[src/rtl/tx_token_arbiter_if.sv]
// Transmitter launch handshake between the token arbiter and the serial transmitter.
`timescale 1ns/1ps
interface tx_token_arbiter_if #(
    parameter int DATA_W = 55
);
    logic [DATA_W-1:0] TX_Data;
    logic              TX_Data_Valid;
    logic              TX_Ready;

    modport master (output TX_Data, output TX_Data_Valid, input TX_Ready);
    modport slave  (input TX_Data, input TX_Data_Valid, output TX_Ready);
endinterface

[src/rtl/tx_token_arbiter.sv]
// Round-robin arbiter sharing one serial transmitter among NREQ requesters
// while this node holds the ring token; releases it after BURST packets or when idle.
`timescale 1ns/1ps
module tx_token_arbiter #(
    parameter int NREQ       = 4,
    parameter int DATA_W     = 55,
    parameter int BURST      = 4,
    parameter int INIT_TOKEN = 0
) (
    input  logic                   Clk_S,
    input  logic                   Rst_n,
    input  logic [NREQ-1:0]        req,
    input  logic [NREQ*DATA_W-1:0] req_data,
    output logic [NREQ-1:0]        req_grant,
    output logic [NREQ-1:0]        req_done,
    input  logic                   token_in,
    output logic                   token_out,
    output logic                   token_dup,
    tx_token_arbiter_if.master     tx
);
    localparam int PTR_W = (NREQ > 1) ? $clog2(NREQ) : 1;
    localparam logic [PTR_W-1:0] LAST_IDX = PTR_W'(NREQ - 1);
    localparam logic [3:0]       BURST_MAX = 4'(BURST);

    localparam logic [1:0] S_IDLE      = 2'd0;
    localparam logic [1:0] S_ISSUE     = 2'd1;
    localparam logic [1:0] S_WAIT_DONE = 2'd2;

    logic [1:0]        state_q,     state_d;
    logic              has_token_q, has_token_d;
    logic [PTR_W-1:0]  rr_ptr_q,    rr_ptr_d;
    logic [3:0]        burst_cnt_q, burst_cnt_d;
    logic [PTR_W-1:0]  gnt_idx_q,   gnt_idx_d;
    logic [DATA_W-1:0] tx_data_q,   tx_data_d;
    logic              tx_valid_q,  tx_valid_d;
    logic [NREQ-1:0]   req_grant_q, req_grant_d;
    logic [NREQ-1:0]   req_done_q,  req_done_d;
    logic              token_out_q, token_out_d;
    logic              token_dup_q, token_dup_d;

    logic              token_rel;
    logic              win_found;
    logic [PTR_W-1:0]  win_idx;
    logic [PTR_W-1:0]  cand_idx;
    int unsigned       cand;

    // First pending request at or after rr_ptr, wrapping modulo NREQ.
    always_comb begin
        win_found = 1'b0;
        win_idx   = '0;
        cand      = 0;
        cand_idx  = '0;
        for (int unsigned i = 0; i < NREQ; i++) begin
            cand     = (32'(rr_ptr_q) + i) % NREQ;
            cand_idx = PTR_W'(cand);
            if (!win_found && req[cand_idx]) begin
                win_found = 1'b1;
                win_idx   = cand_idx;
            end
        end
    end

    always_comb begin
        state_d     = state_q;
        has_token_d = has_token_q;
        rr_ptr_d    = rr_ptr_q;
        burst_cnt_d = burst_cnt_q;
        gnt_idx_d   = gnt_idx_q;
        tx_data_d   = tx_data_q;
        tx_valid_d  = tx_valid_q;
        req_grant_d = '0;
        req_done_d  = '0;
        token_out_d = 1'b0;
        token_dup_d = 1'b0;
        token_rel   = 1'b0;

        case (state_q)
            S_IDLE: begin
                if (has_token_q) begin
                    if (!win_found || burst_cnt_q == BURST_MAX) begin
                        token_rel   = 1'b1;
                        token_out_d = 1'b1;
                        burst_cnt_d = '0;
                    end else if (tx.TX_Ready) begin
                        gnt_idx_d            = win_idx;
                        tx_data_d            = req_data[32'(win_idx)*DATA_W +: DATA_W];
                        tx_valid_d           = 1'b1;
                        req_grant_d[win_idx] = 1'b1;
                        state_d              = S_ISSUE;
                    end
                end
            end
            S_ISSUE: begin
                if (!tx.TX_Ready) begin
                    tx_valid_d = 1'b0;
                    state_d    = S_WAIT_DONE;
                end
            end
            S_WAIT_DONE: begin
                if (tx.TX_Ready) begin
                    req_done_d[gnt_idx_q] = 1'b1;
                    rr_ptr_d    = (gnt_idx_q == LAST_IDX) ? '0 : gnt_idx_q + 1'b1;
                    burst_cnt_d = burst_cnt_q + 4'd1;
                    state_d     = S_IDLE;
                end
            end
            default: state_d = S_IDLE;
        endcase

        // A token arriving on the release cycle is the token coming straight back.
        if (token_in) begin
            has_token_d = 1'b1;
            token_dup_d = has_token_q && !token_rel;
        end else if (token_rel) begin
            has_token_d = 1'b0;
        end
    end

    always_ff @(posedge Clk_S or negedge Rst_n) begin
        if (!Rst_n) begin
            state_q     <= S_IDLE;
            has_token_q <= (INIT_TOKEN != 0);
            rr_ptr_q    <= '0;
            burst_cnt_q <= '0;
            gnt_idx_q   <= '0;
            tx_data_q   <= '0;
            tx_valid_q  <= 1'b0;
            req_grant_q <= '0;
            req_done_q  <= '0;
            token_out_q <= 1'b0;
            token_dup_q <= 1'b0;
        end else begin
            state_q     <= state_d;
            has_token_q <= has_token_d;
            rr_ptr_q    <= rr_ptr_d;
            burst_cnt_q <= burst_cnt_d;
            gnt_idx_q   <= gnt_idx_d;
            tx_data_q   <= tx_data_d;
            tx_valid_q  <= tx_valid_d;
            req_grant_q <= req_grant_d;
            req_done_q  <= req_done_d;
            token_out_q <= token_out_d;
            token_dup_q <= token_dup_d;
        end
    end

    assign req_grant        = req_grant_q;
    assign req_done         = req_done_q;
    assign token_out        = token_out_q;
    assign token_dup        = token_dup_q;
    assign tx.TX_Data       = tx_data_q;
    assign tx.TX_Data_Valid = tx_valid_q;
endmodule
[src/flat_wrapper.sv]
// flat-port wrapper written by rule: the top's interface ports become plain ports
module tx_token_arbiter_flat 
#(
    parameter int NREQ       = 4,
    parameter int DATA_W     = 55,
    parameter int BURST      = 4,
    parameter int INIT_TOKEN = 0
)
  (Clk_S, Rst_n, req, req_data, req_grant, req_done, token_in, token_out, token_dup, tx_TX_Data, tx_TX_Data_Valid, tx_TX_Ready);
  tx_token_arbiter_if #(.DATA_W(DATA_W)) tx_i ();
  input  logic Clk_S;
  input  logic Rst_n;
  input  logic [NREQ-1:0] req;
  input  logic [NREQ*DATA_W-1:0] req_data;
  output logic [NREQ-1:0] req_grant;
  output logic [NREQ-1:0] req_done;
  input  logic token_in;
  output logic token_out;
  output logic token_dup;
  output wire logic [$bits(tx_i.TX_Data)-1:0] tx_TX_Data;
  output wire logic [$bits(tx_i.TX_Data_Valid)-1:0] tx_TX_Data_Valid;
  input wire logic [$bits(tx_i.TX_Ready)-1:0] tx_TX_Ready;
  assign tx_TX_Data = tx_i.TX_Data;
  assign tx_TX_Data_Valid = tx_i.TX_Data_Valid;
  assign tx_i.TX_Ready = tx_TX_Ready;
  tx_token_arbiter #(.NREQ(NREQ), .DATA_W(DATA_W), .BURST(BURST), .INIT_TOKEN(INIT_TOKEN)) u_core (.Clk_S(Clk_S), .Rst_n(Rst_n), .req(req), .req_data(req_data), .req_grant(req_grant), .req_done(req_done), .token_in(token_in), .token_out(token_out), .token_dup(token_dup), .tx(tx_i));
endmodule
[config.mk]
export PLATFORM = sky130hd
export DESIGN_NAME = tx_token_arbiter_flat
export DESIGN_NICKNAME = d
export VERILOG_FILES = /design/src/rtl/tx_token_arbiter_if.sv /design/src/rtl/tx_token_arbiter.sv /design/src/flat_wrapper.sv
export SDC_FILE = /design/constraint.sdc
export NUM_CORES = 1
export LEC_CHECK = 0
export ABC_CLOCK_PERIOD_IN_PS = 2600
export BUFFER_PORTS_ARGS = -buffer_cell sky130_fd_sc_hd__buf_2
export CAP_MARGIN = 15
export CELL_PAD_IN_SITES_DETAIL_PLACEMENT = 0
export CELL_PAD_IN_SITES_GLOBAL_PLACEMENT = 1
export CORE_UTILIZATION = 30
export DETAILED_ROUTE_END_ITERATION = 10
export HOLD_SLACK_MARGIN = 0.05
export PLACE_DENSITY = 0.85
export SYNTH_ARGS = -nofsm -noshare
export SYNTH_HDL_FRONTEND = slang
export SYNTH_SLANG_ARGS = --single-unit
[constraint.sdc]
create_clock -name Clk_S -period 2.6 [get_ports Clk_S]
set_clock_uncertainty 0.05 [all_clocks]
set_input_delay 0.52 -clock Clk_S [delete_from_list [all_inputs] [get_ports Clk_S]]
set_output_delay 0.52 -clock Clk_S [all_outputs]
set_load 0.03 [all_outputs]
==> qor.yml <==
grt_max_degree: 58
path_clk_slew_ns: 0.06
place.gp.congestion: 0.842
grt_pass1_wl_um: 29700
setup.worst_path.class: "flip-flop to flip-flop"
grt_usage_pct: 24.4
final_cell_area_mm2: 0.00659
synthFlopType: "dfrtp_1"
worstPathArrival_ns: 2.50
ys_ff_latch: 77
synthCells: 496
critPathTopFamily: "compound AO/OA/AOI/OAI gates"
ir_worst_vdd_uv: 502
placed_cell_area_mm2: 0.00625
num_antenna_cells: 0
final_util_pct: 44.7
fmax_ghz: 0.441
dpl.hpwl_um: 13500
cts.sinks: 77
max_slew_margin_pct: 61.9
setup_violations: 0
cts-htree-levels: 3
max-cap-violations: 0
grt-ovfl-total: 0
cp-end-kind: "flip-flop"
cp_data_required_time_ns: 2.83
path_buf_inv: 1
wirelength_um: 19300
p_leak_nw: 3.13
cts_inserted_buffers: 9
boundaryPins: 294
dieArea_mm2: 0.0159
critical_path.cell_chain: "nand2_1 -> a221oi_4 -> buf_4 -> o21ai_0 -> a21oi_1 -> o22a_1"
ys_warn_count: 0
rows: 44
stdcell_count: 951
antenna_found_initial: 0
fin_crit_sh_pct: 87.3
min_path_type: "primary input to asynchronous set/reset pin"
grt_pass1_vias: 5375
drive_gt1_share_pct: 44.3
clk_latency_ns: 0.34
dieHeight_um: 126
crit_fanout: 30
slew_violations: 0
layout.nets: 996
avgSynthCellArea_um2: 9.30
synth.distinct_cells: 39
hold_buffers: 0
drt-initial-drc-count: 268
cts_tree: "built"
total_power_w: 0.00795
setup_tns_ns: 0
status: "completed"
die_w_um: 126
hold_viol_final: 0
postCtsSetupRepairBufs: 0
power_density_mw_per_mm2: 1210
async_reset_ff_share_pct: 100
cts-root-buf: "clkbuf_16"
cpMaxStageDelayCell: "dfrtp_1"
worstSetupStartpointType: "flip-flop"
dr.pass1.iters: 5
crit_path_max_incr_delay_ns: 0.57
core_mm2: 0.0148
wl_per_cell_um: 20.3
vias_per_cell: 5.70
syn_to_final_growth_pct: 42.9
synth_edf_count: 0
syn_nets: 730
syn-cell-area_mm2: 0.00461
min_period_ns: 2.27
clock_path_buffers: 2
rsz0062_at_grt: "false"
port_buffers: 293
route.detailed.drc: 0
worst_pin_slew_ns: 0.572
ctsResizeCount: 0
start_util_pct: 31.3
drtAntennaViolNets: 0
place_inst: 935
ys_seq_area_share_pct: 41.8
vias: 5421
[worst paths after layout]
kind / from / endpoint / slack, ns / cells after the start
max: u_core.rr_ptr_q[1] / u_core.tx.TX_Data[19] / 0.33 / 6
min: Rst_n / u_core.tx.TX_Data[48] / 0.10 / 1
max reg2reg: u_core.rr_ptr_q[1] / u_core.tx.TX_Data[19] / 0.33 / 6
min reg2reg: u_core.tx.TX_Data[28] / u_core.tx.TX_Data[28] / 0.45 / 1
max in group asynchronous: Rst_n / u_core.tx.TX_Data[53] / 1.74 / 2
min in group Clk_S: token_in / u_core.has_token_q / 0.34 / 3
[placed cells by master (no fill, tap or decap), types with 3 or more instances in the layout]
cell       netlist  layout
buf_2           24     292
o21ai_0         48      48
bufinv_16        0       3
nand3_1         57      55
o21ai_1         15      15
and2_1           6       6
a221o_1         56      55
buf_12           0       4
dfrtp_1         77      77
or3_1            3       3
a21oi_1         58      58
nor2_1           8       8
inv_1            8       8
ha_1             6       6
buf_4            3      16
nand2_1         14      14
clkbuf_16        0       9
nand2b_1         3       3
o22a_1          55      55
[through the flow]
step,hold WS [ns],setup WS (ns)
after global routing,0.138,0.200
after floorplan,0.174,0.576
after global placement,0.435,0.312
final,0.102,0.330
after CTS,0.116,0.370
after detailed placement,0.442,0.285
[flip-flops by register name (all words and copies together) (netlist names)]
| name | count |
|---|---|
| u_core.has_token_q | 1 |
| u_core.rr_ptr_q | 2 |
| u_core.req_done | 4 |
| u_core.gnt_idx_q | 2 |
| u_core.state_q | 2 |
| u_core.token_out | 1 |
| u_core.tx.TX_Data_Valid | 1 |
| u_core.burst_cnt_q | 4 |
| u_core.token_dup | 1 |
| u_core.req_grant | 4 |
| u_core.tx.TX_Data | 55 |
[metal layers]
metal / vias to the layer above / share of wire, % / global-route usage (%)
li1: 2467 / - / -
met1: 2642 / 41 / 29.8
met2: 270 / 49 / 41.7
met3: 42 / 7.3 / 5.23
met4: 0 / 2.8 / 9.71
met5: - / 0 / 0
[cell type report]
| type | instances | area, µm² |
|---|---|---|
| fill | 1480 | 8160 |
| multi-input combinational | 353 | 2400 |
| sequential | 77 | 1930 |
| timing repair buffer | 312 | 1660 |
| clock buffer | 12 | 246 |
| tap | 184 | 230 |
| clock inverter | 4 | 95.1 |
| inverter | 9 | 33.8 |
[cell families after synthesis]
group                      count (synthesis)  synth area share, %
DFF                                       77                 41.8
buffers and inverters                     66                 6.75
AOI/OAI and AO/OA                        243                 38.2
adders and majority gates                  6                 1.63
and+or+nand+nor                          102                 11.3
xor gates and xnor gates                   2                0.380
[worst register-to-register path, stage by stage (launching register included)]
cell      delay [ns]
dfrtp_1         0.57
nand2_1         0.22
a221oi_4        0.32
buf_4           0.39
o21ai_0         0.17
a21oi_1         0.30
o22a_1          0.19
[where the power goes]
| group | switching (W) | internal [W] |
|---|---|---|
| clock network | 0.000510 | 0.000964 |
| logic | 0.00282 | 0.00160 |
| registers | 0.000320 | 0.00174 |
| total | 0.00365 | 0.00430 |
[synthesized netlist by cell type (2+ instances only)]
master	instances	share of area (%)
nand3_1	57	6.2
buf_1	2	0.16
inv_1	8	0.65
buf_4	3	0.49
ha_1	6	1.6
nor2_1	8	0.65
o31ai_1	2	0.33
or2_2	2	0.27
o21ai_0	48	5.2
and3_1	2	0.27
nand2b_1	3	0.41
and2_1	6	0.81
o21ai_1	15	1.6
a21oi_1	58	6.3
a21o_1	2	0.33
nand2_1	14	1.1
nand4_1	2	0.27
buf_2	24	2.6
dfrtp_1	77	42
clkbuf_1	25	2.0
or3_1	3	0.41
buf_6	3	0.73
a221o_1	56	12
o22a_1	55	10
Power figures use the tool's default switching activity.
